[config.mk]
export PLATFORM = sky130hd
export DESIGN_NAME = cpu_multiply_control
export DESIGN_NICKNAME = d
export VERILOG_FILES = /design/src/rtl/cpu_pkg.sv /design/src/rtl/cpu_multiply_control.sv
export SDC_FILE = /design/constraint.sdc
export NUM_CORES = 1
export LEC_CHECK = 0
export ABC_AREA = 0
export CAP_MARGIN = 0
export CELL_PAD_IN_SITES_DETAIL_PLACEMENT = 1
export CELL_PAD_IN_SITES_GLOBAL_PLACEMENT = 2
export CORE_MARGIN = 2
export CORE_UTILIZATION = 24
export DETAILED_ROUTE_END_ITERATION = 8
export HOLD_SLACK_MARGIN = 0.03
export PLACE_DENSITY = 0.85
export SYNTH_ARGS = -nofsm -noshare
export SYNTH_HDL_FRONTEND = slang
export SYNTH_SLANG_ARGS = --single-unit
[constraint.sdc]
create_clock -name i_clock -period 4.1 [get_ports i_clock]
set_input_delay 1.025 -clock i_clock [delete_from_list [all_inputs] [get_ports i_clock]]
set_output_delay 1.025 -clock i_clock [all_outputs]
set_load 0.01 [all_outputs]
[src/rtl/cpu_pkg.sv]
// rtl/cpu_pkg.sv - shared encodings and helpers for the RV32M multiply sequencer
//
// Holds the funct3[1:0] encodings of the M-extension multiply group, the
// sequencer FSM state type and the result-selection function used in the
// capture cycle.

package cpu_pkg;

  localparam logic [1:0] MUL_FUNCT3_MUL    = 2'b00;
  localparam logic [1:0] MUL_FUNCT3_MULH   = 2'b01;
  localparam logic [1:0] MUL_FUNCT3_MULHSU = 2'b10;
  localparam logic [1:0] MUL_FUNCT3_MULHU  = 2'b11;

  typedef enum logic [1:0] {
    ST_IDLE  = 2'd0,
    ST_ISSUE = 2'd1,
    ST_WAIT  = 2'd2,
    ST_DONE  = 2'd3
  } mul_state_t;

  // Picks the 32-bit architectural result out of the 64-bit product.
  // For MULHSU the multiplier runs unsigned x unsigned; when rs1 is negative
  // the unsigned view of rs1 is 2^32 too large, so rs2 * 2^32 must be
  // removed from the product, i.e. rs2 subtracted from the upper half.
  function automatic logic [31:0] mul_select(
    input logic [1:0]  funct,
    input logic [63:0] product,
    input logic [31:0] rs1,
    input logic [31:0] rs2
  );
    logic [31:0] v_corr;
    logic [31:0] v_res;
    v_corr = rs1[31] ? rs2 : 32'd0;
    case (funct)
      MUL_FUNCT3_MUL:    v_res = product[31:0];
      MUL_FUNCT3_MULHSU: v_res = product[63:32] - v_corr;
      default:           v_res = product[63:32];
    endcase
    return v_res;
  endfunction

endpackage

[src/rtl/cpu_multiply_control.sv]
// rtl/cpu_multiply_control.sv - RV32M multiply sequencer between issue and a fixed-latency multiplier
//
// Captures one MUL/MULH/MULHSU/MULHU under i_request/o_ready, drives the
// multiplier for one latch cycle, waits LATENCY cycles, selects and corrects
// the result and holds it under o_valid/i_accept.
//
// Ports:
//   i_clock, i_reset          clock, synchronous active-high reset
//   i_request / o_ready       issue handshake
//   i_funct3, i_rs1, i_rs2    operation and operands (funct3[2] ignored)
//   i_rd                      destination register index
//   o_mul_latch               one-cycle multiplier latch strobe
//   o_mul_signed              multiplier signed mode (MULH only)
//   o_mul_op1, o_mul_op2      multiplier operands
//   i_mul_result              64-bit multiplier product
//   o_valid / i_accept        writeback handshake
//   o_rd, o_result            held destination index and result

module cpu_multiply_control
  import cpu_pkg::*;
#(
  parameter int LATENCY = 2
) (
  input  logic        i_clock,
  input  logic        i_reset,
  input  logic        i_request,
  output logic        o_ready,
  input  logic [2:0]  i_funct3,
  input  logic [31:0] i_rs1,
  input  logic [31:0] i_rs2,
  input  logic [4:0]  i_rd,
  output logic        o_mul_latch,
  output logic        o_mul_signed,
  output logic [31:0] o_mul_op1,
  output logic [31:0] o_mul_op2,
  input  logic [63:0] i_mul_result,
  output logic        o_valid,
  output logic [4:0]  o_rd,
  output logic [31:0] o_result,
  input  logic        i_accept
);

  localparam logic [3:0] CNT_LOAD = 4'(LATENCY - 1);

  mul_state_t  r_state;
  mul_state_t  w_next;
  logic [3:0]  r_count;
  logic [1:0]  r_funct;
  logic [31:0] r_op1;
  logic [31:0] r_op2;
  logic [4:0]  r_rd;
  logic        r_signed;
  logic        r_ready;
  logic        r_latch;
  logic        r_valid;
  logic [31:0] r_result;
  logic        w_accept_req;
  logic        w_capture;
  logic        w_unused_funct3;

  assign w_unused_funct3 = i_funct3[2];

  assign w_accept_req = (r_state == ST_IDLE) && i_request;
  assign w_capture    = (r_state == ST_WAIT) && (r_count == 4'd0);

  always_comb begin
    w_next = r_state;
    case (r_state)
      ST_IDLE:  if (i_request) w_next = ST_ISSUE;
      ST_ISSUE: w_next = ST_WAIT;
      ST_WAIT:  if (r_count == 4'd0) w_next = ST_DONE;
      ST_DONE:  if (i_accept) w_next = ST_IDLE;
      default:  w_next = ST_IDLE;
    endcase
  end

  // Handshake and strobe outputs are decoded from the next state so that
  // they are flops that line up exactly with the state they describe.
  always_ff @(posedge i_clock) begin
    if (i_reset) begin
      r_state  <= ST_IDLE;
      r_count  <= 4'd0;
      r_funct  <= MUL_FUNCT3_MUL;
      r_op1    <= 32'd0;
      r_op2    <= 32'd0;
      r_rd     <= 5'd0;
      r_signed <= 1'b0;
      r_ready  <= 1'b1;
      r_latch  <= 1'b0;
      r_valid  <= 1'b0;
      r_result <= 32'd0;
    end else begin
      r_state <= w_next;
      r_ready <= (w_next == ST_IDLE);
      r_latch <= (w_next == ST_ISSUE);
      r_valid <= (w_next == ST_DONE);

      if (w_accept_req) begin
        r_funct  <= i_funct3[1:0];
        r_op1    <= i_rs1;
        r_op2    <= i_rs2;
        r_rd     <= i_rd;
        r_signed <= (i_funct3[1:0] == MUL_FUNCT3_MULH);
      end

      if (r_state == ST_ISSUE) begin
        r_count <= CNT_LOAD;
      end else if ((r_state == ST_WAIT) && (r_count != 4'd0)) begin
        r_count <= r_count - 4'd1;
      end

      if (w_capture) begin
        r_result <= mul_select(r_funct, i_mul_result, r_op1, r_op2);
      end
    end
  end

  assign o_ready      = r_ready;
  assign o_mul_latch  = r_latch;
  assign o_mul_signed = r_signed;
  assign o_mul_op1    = r_op1;
  assign o_mul_op2    = r_op2;
  assign o_valid      = r_valid;
  assign o_rd         = r_rd;
  assign o_result     = r_result;

endmodule

; Word-level counts from Yosys, hierarchy flattened
; Index checks and enable logic that the tools add are counted.
[op_classes]
n_addsub = 2
n_eq_ne = 7
n_mux = 8
reduce_logical = 10
[ops]
columns = cell, n
row1 = one-hot mux 32 bit (2 select lines), 1
row2 = two-way mux 32 bit, 1
row3 = subtractor 32 bit, 1
row4 = == test 2 bit (second input constant), 4
row5 = one-hot mux 2 bit (4 select lines), 1
row6 = == test 2 x 1 -> 1 bit (second input constant), 3
row7 = logical NOT 2 bit, 3
row8 = two-way mux 2 bit, 3
row9 = logical NOT 4 bit, 1
row10 = nonzero test 4 bit, 1
row11 = subtractor 4 x 1 -> 4 bit (second input constant), 1
row12 = logical AND 1 bit, 3
row13 = two-way mux 1 bit, 2
row14 = nonzero test 2 bit, 1
row15 = OR reduction 2 bit, 1
[totals]
regBits = 113
inputBits = 140
out_inout_bits = 105
wordCells = 39

; Logic depth before layout (Yosys ltp)
[logic_depth]
depth_word = 4
ltp_mapped = 13
depth_no_buf = 11

; Least setup slack after synthesis
; Ideal clock, no wire load.
[synth_path]
kind = input to register
start = input port i_mul_result[32]
end = register r_result[30] (netlist: o_result[30])
setup_ps = 80
arrival_time_ps = 3187
t_required_ps = 4020
path_slack_ps = 833
path_stages = 11
n_path_buf = 0
path_cell_list = inv_1 -> ha_1 -> fa_1 -> and2b_1 -> o211ai_2 -> a211oi_2 -> nor3_2 -> a311o_1 -> a211o_1 -> a21o_1 -> a211oi_2
[synth_via]
elab_chain_len = 2
[synth_lines]
columns = item, line
row1 = from (decl), cpu_multiply_control.sv:36  ; input logic [63:0] i_mul_result,
row2 = subtractor 32 bit, cpu_pkg.sv:36  ; MUL_FUNCT3_MULHSU: v_res = product[63:32] - v_corr;
row3 = one-hot mux 32 bit (2 select lines), cpu_pkg.sv:34  ; case (funct)
row4 = to (signal assigned), cpu_multiply_control.sv:113  ; r_result <= mul_select(r_funct, i_mul_result, r_op1, r_op2);
row5 = to (decl), cpu_multiply_control.sv:56  ; logic [31:0] r_result;
; No other way between the ends.
; A chain may end at the register's enable or synchronous reset.

; Final worst setup path
; Same ends and word-level chain as after synthesis.

==> key figures <==
Critical path
  – Worst Reg-to-Reg Cells: 12
  – CP max stage cell: clkdlybuf4s50_1
  – Setup crit end: o_result[30]
  – Kind of critical path: in -> reg
  – Critical path's largest stage delay: 0.45 ns
  – CP startpoint kind: input pin
  – Worst path depth: 12
  – R2R Path End: o_result[30]
  – Internal reg-to-reg setup slack: between 1 and 1.5 ns
  – Worst flop-to-flop path startpoint: o_mul_op1[31]
  – Type of element capturing the critical path: flip-flop
  – Critical Path AT: 3.87 ns
  – Crit path max-delay family: compound AO/OA/AOI/OAI gates
  – Crit path from: i_mul_result[32]
  – Critical Path, Cell by Cell: clkdlybuf4s50_1, inv_1, ha_1, fa_1, and2b_1, o211ai_2, a211oi_2, nor3_2, a311o_1, a211o_1, a21o_1, a211oi_2
  – Crit-path max FO: 4
  – CP dominant cell by count: a211oi_2
  – Critical Path RT: about 4.5 ns
  – Buf/Inv on CP: 2

Timing
  – Final Hold Viols: 0
  – Final Slew Violations: 0
  – Final setup fails: 0
  – Clock Skews: between 0.01 and 0.015 ns
  – Rel. slew slack: 22.61%
  – Worst-margin pin slew: 1.161 ns
  – Max Fclk: between 0.2 and 0.3 GHz
  – Unrepaired setup endpoints after global routing: false
  – Tcrit/Tclk final: between 80% and 90%
  – Fin crit period: 3.523 ns
  – Setup_tns: 0 ns

Die
  – Die outline height: ~170 microns
  – Total core area: 0.02665 sq mm
  – Row cnt: 60
  – Die W: between 150 and 200 microns
  – Die area: approximately 0.028 sq mm
  – IO Pins: approximately 250
  – Starting Density: roughly 24%

Clock tree
  – CTS H-tree lvls: 4
  – Clock sink total: ~110
  – Total CTS buffers: 17
  – CTS Buffer Depth: 2
  – CTS clk-pin slew, worst paths: about 0.06 ns
  – CTS tree: done
  – Setup bufs post-CTS: 0
  – Hold_buf cts: 0
  – Post-CTS Resized: 0
  – Clk_lat worst skew: 0.43 ns
  – Root buf cell: clkbuf_16

Placed design
  – Buffers on Ports: 243
  – Placer Congestion: approximately 0.85
  – Placed wire-length estimate: between 15 and 20 mm

Logic synthesis
  – Synth Flop Type: dfxtp_1
  – Seq/Total Area, Yosys: about a third
  – Post-Syn Area: ~0.0064 sq mm
  – FF+latch count, synth: about 110
  – Number of synthesized flops with an enable pin: 0
  – Post-synth net total: roughly 1100
  – Cells after synthesis: just under 900
  – Syn_area_per_cell: 7.370 sq um
  – Yosys cell types: slightly above 60
  – Async SR Flop Fraction: 0%
  – Yosys warnings: 0

Status
  – Run status: finished, final reports clean

GRT
  – Total track usage: around a fifth
  – Global route overflow: 0
  – Number of global-route vias before repair: 7321
  – Largest net degree at the start of global routing: roughly 70
  – Initial antenna violation count: 2
  – First-pass GRT wire length: between 40 and 50 mm

Drt
  – Pre-antenna DRT Iters: 4
  – Vias per cell: about 4.9
  – DR vias: slightly above 7000
  – DRC errors left: 0
  – Wirelength per Cell: between 15 and 20 microns
  – Final WL: between 20 and 30 mm
  – Routed Antenna Nets: 0
  – Iter 0 DRT Violations: 330

Power and ir drop
  – Power Total: 3.703 mW
  – Peak VDD IR: about 200 uV
  – Pleak: roughly 3.6 nW
  – PwrDens: 376.8 mW/mm^2

Layout
  – Layout cell share with drive strength beyond 1: under 10%
  – Layout Utilization: between 30% and 40%
  – Commonest non-fill, non-tap cell in the layout: clkdlybuf4s50_1
  – Most frequent cells in the layout: clkdlybuf4s50_1, nand2_1, a21oi_1
  – Syn-to-layout area delta: 52.39%
  – Post-layout net count: 1269
  – Filler cell count: approximately 3200

Run
  – Total of max-cap violations: 0

Worst hold path
  – Hold Path Class: reg -> reg
==> cells in the mapped netlist, drive strengths merged, types with 4 or more instances <==
library cell / n / area, sq um
nor3: 25 / 130.1
a21oi: 141 / 705.7
a221o: 9 / 90.09
xor2: 10 / 87.58
nand4: 15 / 100.1
nor2b: 7 / 43.79
clkbuf: 51 / 192.7
dfxtp: 113 / 2262
xnor2: 13 / 113.9
nand3: 10 / 50.05
a221oi: 4 / 35.03
a31oi: 7 / 58.81
o21ai: 25 / 125.1
a211oi: 16 / 130.1
nand2b: 5 / 31.28
o221ai: 6 / 52.55
nor2: 60 / 225.2
buf: 13 / 71.31
o21a: 8 / 61.31
nand2: 224 / 843.3
a21o: 14 / 105.1
or3: 4 / 25.02
inv: 11 / 41.29
ha: 37 / 462.9
==> state kept, by name (all words and copies together) (netlist names), 2 cells and up <==
name,cells
o_mul_op1,32
o_mul_op2,32
o_result,32
o_rd,5
r_count,4
r_funct,2
r_state,2
==> where the power goes <==
group	internal (mW)	switching, mW
clock network	0.866	0.669
registers	1.18	0.0565
logic	0.444	0.482
total	2.50	1.21
==> metrics by stage <==
step | setup slack (ns) | std cells | instance area [sq um] | hold slack, ns
floorplan | 0.8331 | 875 | 6449 | 0.4676
detailed placement | 0.1651 | 1413 | 9236 | 0.4432
finish | 0.5768 | 1447 | 9827 | 0.4498
global placement | 0.1845 | 1413 | 9236 | 0.4398
global route | 0.4443 | 1446 | 9824 | 0.4675
CTS | 0.6025 | 1445 | 9822 | 0.4532
==> routing by layer <==
layer | global-route usage [%] | part of all wire (%)
met1 | 24.37 | 46
met2 | 30.52 | 46
met3 | 6.018 | 6.8
met4 | 4.650 | 1.5
met5 | 0 | 0
==> tightest hold or removal path, stage by stage, from the launching register on <==
cell,delay [ns]
dfxtp_1,0.31
nand2_1,0.05
a21oi_1,0.05
==> layout make-up <==
class                   instances  area, sq um  area share (%)
clock buffers                  17        425.4           4.329
clock inverters                15        160.2           1.630
inverters                      11        41.29          0.4202
well taps                     341        426.7           4.342
diodes                          2        5.005         0.05093
multi-input cells             687         3891           39.60
repair buffers                261         2615           26.61
flip-flops and latches        113         2262           23.02
==> kinds of logic after synthesis <==
kind of cell	Yosys count	synth area share (%)
mux	6	0.9895
simple gates	361	23.71
flops	113	35.08
fa+ha+maj	38	7.489
xor+xnor	23	3.124
buf+inv	75	4.734
compound gates	259	24.87
==> how the worst min path moves through the flow <==
| stage | from | end | slack [ns] | depth (start not counted) |
|---|---|---|---|---|
| after floorplan | r_count[0] | r_count[0] | 0.47 | 1 |
| after global placement | o_mul_signed | o_mul_signed | 0.44 | 2 |
| after detailed placement | o_result[9] | o_result[9] | 0.44 | 1 |
| after CTS | o_mul_signed | o_mul_signed | 0.45 | 2 |
| after global routing | o_rd[0] | o_rd[0] | 0.47 | 2 |
| final | o_mul_signed | o_mul_signed | 0.45 | 2 |
(Power assumes the default switching activity.)
